File: src/rtl/regfile_wb_arbiter.sv
// regfile_wb_arbiter
//   Shares the single register-file write port between the ALU writeback pipe and the
//   load/memory writeback pipe. Each source has a small FIFO. A round-robin arbiter drains
//   the FIFO heads into a registered write command (reg_write_en/rd_addr/rd_data).
//   pending_busy flags every register with a queued or in-flight write, so decode can stall
//   on RAW hazards.
//
// Ports
//   clk, reset            single clock; synchronous active-high reset
//   flush                 drops all queued/pending writes; the round-robin pointer is kept
//   alu_valid/ready/rd/data  ALU writeback request channel
//   mem_valid/ready/rd/data  load writeback request channel
//   reg_write_en, rd_addr, rd_data  registered register-file write command
//   pending_busy          bit i set while a write to xi is queued or in the output register
//   stat_*                (WB_ARB_STATS_EN only) saturating grant / conflict counters
//
// Configuration: define WB_ARB_STATS_EN to add the statistics counters and ports.

module regfile_wb_arbiter #(
    parameter int unsigned ADDR_WIDTH = 5,
    parameter int unsigned DATA_WIDTH = 64,
    parameter int unsigned FIFO_DEPTH = 2
) (
    input  logic                  clk,
    input  logic                  reset,
    input  logic                  flush,
    input  logic                  alu_valid,
    output logic                  alu_ready,
    input  logic [ADDR_WIDTH-1:0] alu_rd,
    input  logic [DATA_WIDTH-1:0] alu_data,
    input  logic                  mem_valid,
    output logic                  mem_ready,
    input  logic [ADDR_WIDTH-1:0] mem_rd,
    input  logic [DATA_WIDTH-1:0] mem_data,
    output logic                  reg_write_en,
    output logic [ADDR_WIDTH-1:0] rd_addr,
    output logic [DATA_WIDTH-1:0] rd_data,
`ifdef WB_ARB_STATS_EN
    output logic [31:0]           stat_alu_grants,
    output logic [31:0]           stat_mem_grants,
    output logic [31:0]           stat_conflicts,
`endif
    output logic [31:0]           pending_busy
);

    localparam int unsigned IW = $clog2(FIFO_DEPTH);
    localparam int unsigned PW = IW + 1;

    // Source index 0 = ALU, 1 = MEM.
    logic [PW-1:0]         wr_ptr_q [2];
    logic [PW-1:0]         wr_ptr_d [2];
    logic [PW-1:0]         rd_ptr_q [2];
    logic [PW-1:0]         rd_ptr_d [2];
    logic [ADDR_WIDTH-1:0] ent_rd_q   [2][FIFO_DEPTH];
    logic [ADDR_WIDTH-1:0] ent_rd_d   [2][FIFO_DEPTH];
    logic [DATA_WIDTH-1:0] ent_data_q [2][FIFO_DEPTH];
    logic [DATA_WIDTH-1:0] ent_data_d [2][FIFO_DEPTH];

    // Set when the last grant went to ALU; reset value makes MEM win the first tie.
    logic                  last_alu_q, last_alu_d;
    logic                  we_q, we_d;
    logic [ADDR_WIDTH-1:0] addr_q, addr_d;
    logic [DATA_WIDTH-1:0] data_q, data_d;

    logic [1:0]            in_valid, full, nonempty, push, grant;
    logic [ADDR_WIDTH-1:0] in_rd   [2];
    logic [DATA_WIDTH-1:0] in_data [2];

    always_comb begin
        in_valid   = {mem_valid, alu_valid};
        in_rd[0]   = alu_rd;
        in_rd[1]   = mem_rd;
        in_data[0] = alu_data;
        in_data[1] = mem_data;
        full       = '0;
        nonempty   = '0;
        push       = '0;
        for (int s = 0; s < 2; s++) begin
            full[s]     = (wr_ptr_q[s][IW] != rd_ptr_q[s][IW]) &&
                          (wr_ptr_q[s][IW-1:0] == rd_ptr_q[s][IW-1:0]);
            nonempty[s] = (wr_ptr_q[s] != rd_ptr_q[s]);
            // rd==0 requests complete the handshake but are never stored.
            push[s]     = in_valid[s] && !full[s] && (in_rd[s] != '0) && !flush;
        end
    end

    assign alu_ready = !full[0];
    assign mem_ready = !full[1];

    always_comb begin
        grant = '0;
        if (!flush) begin
            if (nonempty[1] && (!nonempty[0] || last_alu_q)) begin
                grant[1] = 1'b1;
            end else if (nonempty[0]) begin
                grant[0] = 1'b1;
            end
        end
    end

    always_comb begin
        wr_ptr_d   = wr_ptr_q;
        rd_ptr_d   = rd_ptr_q;
        ent_rd_d   = ent_rd_q;
        ent_data_d = ent_data_q;
        last_alu_d = last_alu_q;
        we_d       = 1'b0;
        addr_d     = addr_q;
        data_d     = data_q;
        for (int s = 0; s < 2; s++) begin
            if (push[s]) begin
                ent_rd_d[s][wr_ptr_q[s][IW-1:0]]   = in_rd[s];
                ent_data_d[s][wr_ptr_q[s][IW-1:0]] = in_data[s];
                wr_ptr_d[s] = wr_ptr_q[s] + PW'(1);
            end
            if (grant[s]) begin
                rd_ptr_d[s] = rd_ptr_q[s] + PW'(1);
                we_d        = 1'b1;
                addr_d      = ent_rd_q[s][rd_ptr_q[s][IW-1:0]];
                data_d      = ent_data_q[s][rd_ptr_q[s][IW-1:0]];
                last_alu_d  = (s == 0);
            end
        end
        if (flush) begin
            for (int s = 0; s < 2; s++) begin
                wr_ptr_d[s] = '0;
                rd_ptr_d[s] = '0;
            end
            we_d   = 1'b0;
            addr_d = '0;
            data_d = '0;
        end
    end

    always_ff @(posedge clk) begin
        if (reset) begin
            for (int s = 0; s < 2; s++) begin
                wr_ptr_q[s] <= '0;
                rd_ptr_q[s] <= '0;
            end
            last_alu_q <= 1'b1;
            we_q       <= 1'b0;
            addr_q     <= '0;
            data_q     <= '0;
        end else begin
            wr_ptr_q   <= wr_ptr_d;
            rd_ptr_q   <= rd_ptr_d;
            last_alu_q <= last_alu_d;
            we_q       <= we_d;
            addr_q     <= addr_d;
            data_q     <= data_d;
        end
    end

    // Entry storage needs no reset: only slots between the pointers are ever read.
    always_ff @(posedge clk) begin
        ent_rd_q   <= ent_rd_d;
        ent_data_q <= ent_data_d;
    end

    assign reg_write_en = we_q;
    assign rd_addr      = addr_q;
    assign rd_data      = data_q;

    always_comb begin
        logic [PW-1:0] cnt;
        logic [IW-1:0] idx;
        pending_busy = '0;
        cnt          = '0;
        idx          = '0;
        for (int s = 0; s < 2; s++) begin
            cnt = wr_ptr_q[s] - rd_ptr_q[s];
            for (int k = 0; k < FIFO_DEPTH; k++) begin
                idx = rd_ptr_q[s][IW-1:0] + IW'(k);
                if (PW'(k) < cnt) begin
                    pending_busy = pending_busy | (32'(1) << ent_rd_q[s][idx]);
                end
            end
        end
        if (we_q) begin
            pending_busy = pending_busy | (32'(1) << addr_q);
        end
        pending_busy[0] = 1'b0;
    end

`ifdef WB_ARB_STATS_EN
    logic [31:0] stat_alu_q, stat_alu_d;
    logic [31:0] stat_mem_q, stat_mem_d;
    logic [31:0] stat_cfl_q, stat_cfl_d;

    always_comb begin
        stat_alu_d = stat_alu_q;
        stat_mem_d = stat_mem_q;
        stat_cfl_d = stat_cfl_q;
        if (grant[0] && (stat_alu_q != '1)) stat_alu_d = stat_alu_q + 32'd1;
        if (grant[1] && (stat_mem_q != '1)) stat_mem_d = stat_mem_q + 32'd1;
        if ((&nonempty) && (stat_cfl_q != '1)) stat_cfl_d = stat_cfl_q + 32'd1;
    end

    // Cleared by reset only; flush leaves the statistics intact.
    always_ff @(posedge clk) begin
        if (reset) begin
            stat_alu_q <= '0;
            stat_mem_q <= '0;
            stat_cfl_q <= '0;
        end else begin
            stat_alu_q <= stat_alu_d;
            stat_mem_q <= stat_mem_d;
            stat_cfl_q <= stat_cfl_d;
        end
    end

    assign stat_alu_grants = stat_alu_q;
    assign stat_mem_grants = stat_mem_q;
    assign stat_conflicts  = stat_cfl_q;
`endif

endmodule

File: config.mk
export PLATFORM = sky130hd
export DESIGN_NAME = regfile_wb_arbiter
export DESIGN_NICKNAME = d
export VERILOG_FILES = /design/src/rtl/regfile_wb_arbiter.sv
export SDC_FILE = /design/constraint.sdc
export NUM_CORES = 1
export LEC_CHECK = 0
export BUFFER_PORTS_ARGS = -buffer_cell sky130_fd_sc_hd__clkbuf_2
export CORE_UTILIZATION = 28
export CTS_CLUSTER_SIZE = 8
export DETAILED_ROUTE_END_ITERATION = 6
export GPL_TIMING_DRIVEN = 1
export PLACE_DENSITY = 0.5
export SLEW_MARGIN = 0
export SYNTH_ARGS = -nofsm -noshare
export SYNTH_HDL_FRONTEND = slang
export SYNTH_SLANG_ARGS = --single-unit
export TNS_END_PERCENT = 30
File: constraint.sdc
create_clock -name clk -period 9.8 [get_ports clk]
set_input_delay 1.96 -clock clk [delete_from_list [all_inputs] [get_ports clk]]
set_output_delay 1.96 -clock clk [all_outputs]
set_load 0.05 [all_outputs]
Word-level counts from Yosys, hierarchy flattened
Cells that the tools add are included.
{"block": "op_classes", "addsub": 8, "order_cmp": 12, "n_eq_ne": 6, "n_shift": 5, "mux": 47, "n_bitwise": 10, "n_reduce_logical": 20}
{"cell": "$mux W64", "n": 10}
{"cell": "$bwmux W128", "n": 2}
{"cell": "$mux W32", "n": 5}
{"cell": "$shl A1 B5 Y32 const A", "n": 5}
{"cell": "$demux W64 S1", "n": 2}
{"cell": "$or A32 B32 Y32", "n": 4}
{"cell": "$mux W5", "n": 16}
{"cell": "$bwmux W10", "n": 2}
{"cell": "$ge A2 B2 Y1 const B", "n": 6}
{"cell": "$not A1 Y2", "n": 6}
{"cell": "$logic_and A1 B1 Y1", "n": 11}
{"cell": "$demux W5 S1", "n": 2}
{"cell": "$reduce_bool A5 Y1", "n": 2}
{"cell": "$add A2 B1 Y2 const B", "n": 4}
{"cell": "$lt A1 B2 Y1 const A", "n": 4}
{"cell": "$mux W1", "n": 7}
{"cell": "$logic_not A1 Y1", "n": 4}
{"cell": "$lt A2 B1 Y1 const B", "n": 2}
{"cell": "$ne A2 B2 Y1", "n": 2}
{"cell": "$sub A2 B2 Y2", "n": 2}
{"cell": "$add A1 B1 Y1 const B", "n": 2}
{"cell": "$eq A1 B1 Y1", "n": 2}
{"cell": "$mux W2", "n": 1}
{"cell": "$ne A1 B1 Y1", "n": 2}
{"cell": "3 further kinds", "n": 3}
{"block": "totals", "ff_bits": 355, "inputBits": 143, "wordCells": 124}

Longest topological paths before layout
{"block": "depth", "ltp_word": 14, "ltp_mapped": 9, "depth_no_buf": 6}

Least setup slack after synthesis
Ideal clock, no wire load.
{"block": "synth_path", "path_type": "input port to flip-flop", "from": "input flush", "to": "register wr_ptr_q[1] in the netlist's numbering", "setup_time_ns": 0.409, "t_arrival_ns": 9.290, "t_required_ns": 9.391, "path_slack_ns": 0.101, "cell_stages": 5, "path_buffers": 1, "cell_sequence": "clkbuf_1 > inv_2 > nand2_1 > nor4_1 > mux2i_1"}
{"block": "synth_via", "elab_chain_len": 2, "word_cells_on_any_way": 3}
{"element": "from (decl)", "line_no": "26", "text": "input logic flush,"}
{"element": "$logic_not A1 Y1"}
{"element": "$logic_and A1 B1 Y1", "line_no": "83", "text": "push[s] = in_valid[s] && !full[s] && (in_rd[s] != '0) && !flush;"}
{"element": "to (signal assigned)", "line_no": "146", "text": "wr_ptr_q <= wr_ptr_d;"}
{"element": "to (decl)", "line_no": "50", "text": "logic [PW-1:0] wr_ptr_q [2];"}
Parallel ways exist; a longest one is shown, timed or not.
A chain may end at the register's enable or synchronous reset.

Final worst setup path
{"block": "layout_path", "from": "register rd_ptr_q[0] in the netlist's numbering", "to": "output pending_busy[19]"}
{"block": "layout_via", "elab_chain_len": 11, "word_cells_on_any_way": 20}
{"element": "from (decl)", "line_no": "52", "text": "logic [PW-1:0] rd_ptr_q [2];"}
{"element": "from (signal assigned)", "line_no": "147", "text": "rd_ptr_q <= rd_ptr_d;"}
{"element": "$not A1 Y2 (not written as such)", "line_no": "176", "text": "pending_busy = pending_busy | (32'(1) << ent_rd_q[s][idx]);"}
{"element": "$mux W5 (not written as such) (3 in a row)", "line_no": "176"}
{"element": "$shl A1 B5 Y32", "line_no": "176"}
{"element": "$or A32 B32 Y32", "line_no": "176"}
{"element": "$mux W32", "line_no": "175", "text": "if (PW'(k) < cnt) begin"}
{"element": "$or A32 B32 Y32", "line_no": "176"}
{"element": "$mux W32 (*)", "line_no": "175"}
{"element": "$or A32 B32 Y32", "line_no": "181", "text": "pending_busy = pending_busy | (32'(1) << addr_q);"}
{"element": "$mux W32 (*)", "line_no": "180", "text": "if (we_q) begin"}
{"element": "to (decl)", "line_no": "43", "text": "output logic [31:0] pending_busy"}
Mark *: on every way between the ends. The rest lies on a longest branch, timed or not. The select of a mux whose other input is x is not followed.

==> flow_metrics.py <==
metrics = {
    "run_status": {
        "status": "complete, no violations",
    },
    "placement": {
        "gp_congestion": 0.907,
        "dpl.hpwl_um": 33500,
        "port_buffers": 245,
    },
    "die": {
        "fp.dieH_um": 238,
        "core_um2": 55100,
        "die_w_um": 238,
        "num_rows": 86,
        "ios": 247,
        "initial_core_util": 0.284,
        "die_area_um2": 56800,
    },
    "setup_path": {
        "critical_path.startpoint_type": "register",
        "critPathRequiredTime_ns": 7.84,
        "crit_chain": "ha_1, xnor3_1, a21oi_1, a22oi_1, o211ai_1, clkbuf_2",
        "cp_num_buf_inv": 1,
        "path_max_fanout": 68,
        "cp_slowest_cell": "dfxtp_4",
        "r2r_start": "rd_ptr_q[2]",
        "slowest_delay_ns": 0.85,
        "critical-path-top-delay-family": "compound AO/OA/AOI/OAI gates",
        "endpoint_kind": "primary output",
        "reg2reg_depth": 4,
        "rrSetupSlack_ns": 6.14,
        "crit_arrival_ns": 3.56,
        "timing.rr.end": "ent_data_q[199]",
        "crit_type": "register to primary output",
    },
    "job": {
        "drv_cap": 0,
    },
    "min_path": {
        "hold_path.class": "register to register",
        "min_from": "wr_ptr_q[2]",
        "min_path_cells": 2,
        "hold_end": "wr_ptr_q[3]",
    },
    "grt": {
        "grt_pass1_wl_um": 80400,
        "grt_max_degree": 93,
        "grt_use_total": 0.187,
        "grt_pass1_vias": 12100,
        "antenna_found_initial": 5,
        "grt_overflow": 0,
    },
    "power": {
        "p_switching_uw": 842,
        "power_frac_seq": 0.477,
        "internal_power_mw": 2.71,
        "clkPwrFrac": 0.451,
        "ir_drop_uv": 119,
        "power_density_nw_per_um2": 187,
        "p_leak_nw": 6.25,
        "p_sw_frac": 0.237,
        "p_comb_frac": 0.072,
    },
    "sta": {
        "fin_crit_sh": 0.564,
        "hold_violations": 0,
        "hold_slack_ns": 0.471,
        "finalCriticalPeriod_ns": 5.52,
        "rsz0062_at_grt": "false",
        "fmax_ghz": 0.181,
        "finalMaxSlewViolations": 0,
        "finalSetupViolations": 0,
        "clock_skew_ns": 0.0187,
        "worst_pin_slew_ns": 1.14,
        "relSlewSlack": 0.219,
        "fin_setup_tns_ns": 0,
    },
    "route": {
        "drc": 0,
        "via_per_inst": 5.37,
        "drtAntennaViolNets": 0,
        "drt_wl_total_um": 54400,
        "first_iter_violations": 1035,
        "post_drt_wl_per_cell_um": 23.9,
        "num_vias": 12200,
        "first_pass_iters": 5,
    },
    "synth": {
        "syn_inst": 1299,
        "ys_types": 65,
        "syn_area_um2": 15600,
        "ys.flop_type": "edfxtp_1",
        "synth_edf_count": 276,
        "ys_seq_area_frac": 0.631,
        "synth_nets": 1444,
        "yosys_warnings": 0,
        "ys_ff_latch": 355,
        "synth.avg_cell_area_um2": 12.0,
        "async_flop_share": 0,
    },
    "layout": {
        "nets": 1637,
        "drive_above_1_share": 0.235,
        "syn2layout_area_growth_pct": 21.2,
        "mostFrequentLayoutCell": "edfxtp_1",
        "n_antenna_cell": 0,
        "layout_common_cells": "276 x edfxtp_1, 245 x clkbuf_2, 141 x nand4_1",
    },
    "cts": {
        "cts_tree": "yes",
        "post_cts_buffers": 0,
        "clk_latency_ns": 0.57,
        "cts.hold.buffers_added": 0,
        "cts_made_buffers": 50,
        "htree_levels": 2,
        "cts-resized-gates": 0,
        "path_clk_slew_ns": 0.05,
        "clk_path_buf_depth": 3,
        "root_buffer": "clkbuf_16",
        "numClockSinks": 355,
    },
}
[cell type report]
cell class | count | area, um^2
fillers | 5570 | 36100
flip-flops and latches | 355 | 9880
multi-input cells | 816 | 5310
clock buffers | 90 | 1420
repair buffers | 263 | 1360
well taps | 748 | 936
clock inverters | 3 | 33.8
inverters | 6 | 22.5
[worst min-delay path: cells and delay by family (launching register included)]
kind,cells,cell delay [ns]
flops,1,0.31
simple gates,1,0.06
compound gates,1,0.05
[synthesized netlist by cell type (all sizes together), types with 5 or more instances]
library cell	n	area [um^2]
nand4	141	882
nand2b	18	113
a221oi	8	100
o22ai	80	500
nand2	110	413
inv	6	22.5
nor2	20	75.1
nor3	10	50.1
a22oi	20	170
nand3b	15	113
edfxtp	276	8290
dfxtp	79	1580
nor2b	6	37.5
clkbuf	73	274
nor4	5	31.3
a32oi	19	166
o31ai	6	45.0
a21oi	35	201
or3b	11	96.3
a31oi	64	400
buf	49	245
mux2i	72	721
nand3	47	235
or3	7	43.8
o21ai	67	335
[power groups by stage]
stage / sequential [mW] / clock (mW) / combinational (mW)
after global placement: 1.72 / 0 / 0.257
after detailed placement: 1.73 / 0 / 0.259
after global routing: 1.70 / 1.71 / 0.273
after floorplan: 1.76 / 0 / 0.110
after CTS: 1.70 / 1.65 / 0.259
final: 1.70 / 1.60 / 0.255
[cells by family after synthesis]
family                     synth area share
other                              0.000240
buffers and inverters                0.0346
xor gates and xnor gates            0.00504
muxes                                0.0482
DFF                                   0.631
AOI/OAI and AO/OA                     0.136
adders and majority gates           0.00160
and+or+nand+nor                       0.143
[per-layer routing]
metal / vias up / wire length, um / part of all wire / global-route usage
met1: 6113 / 23600 / 0.43 / 0.249
met5: - / 71 / 0.0013 / 0
li1: 5576 / - / - / -
met4: 10 / 1450 / 0.027 / 0.0592
met2: 451 / 25700 / 0.47 / 0.302
met3: 96 / 3610 / 0.066 / 0.0413
[worst max-delay path by stage]
stage | start | end | slack (ns) | depth (start not counted)
6_report | rd_ptr_q[0] | pending_busy[19] | 4.28 | 6
5_1_grt | rd_ptr_q[0] | pending_busy[19] | 4.11 | 6
4_1_cts | rd_ptr_q[0] | pending_busy[19] | 4.25 | 6
3_5_place_dp | rd_ptr_q[0] | pending_busy[19] | 4.89 | 6
3_3_place_gp | rd_ptr_q[0] | pending_busy[7] | 4.91 | 6
2_1_floorplan | flush | wr_ptr_q[1] | 0.10 | 5
[stage by stage]
step           power [mW]  utilization  std cells  setup WS [ns]  cell area (um^2)
3_3_place_gp         1.98        0.318       2188           4.91             17500
5_1_grt              3.68        0.344       2281           4.11             19000
2_1_floorplan        1.87            -       1299          0.101             15600
4_1_cts              3.60        0.344       2281           4.25             19000
6_report             3.55        0.344       2281           4.28             19000
3_5_place_dp         1.98        0.318       2188           4.89             17500
[state kept, by name, summed over array words and instances (netlist names)]
register,flops
rd_ptr_q,4
rd_addr,5
ent_data_q,256
rd_data,64
ent_rd_q,20
wr_ptr_q,4
reg_write_en,1
last_alu_q,1
Power figures use the tool's default switching activity.
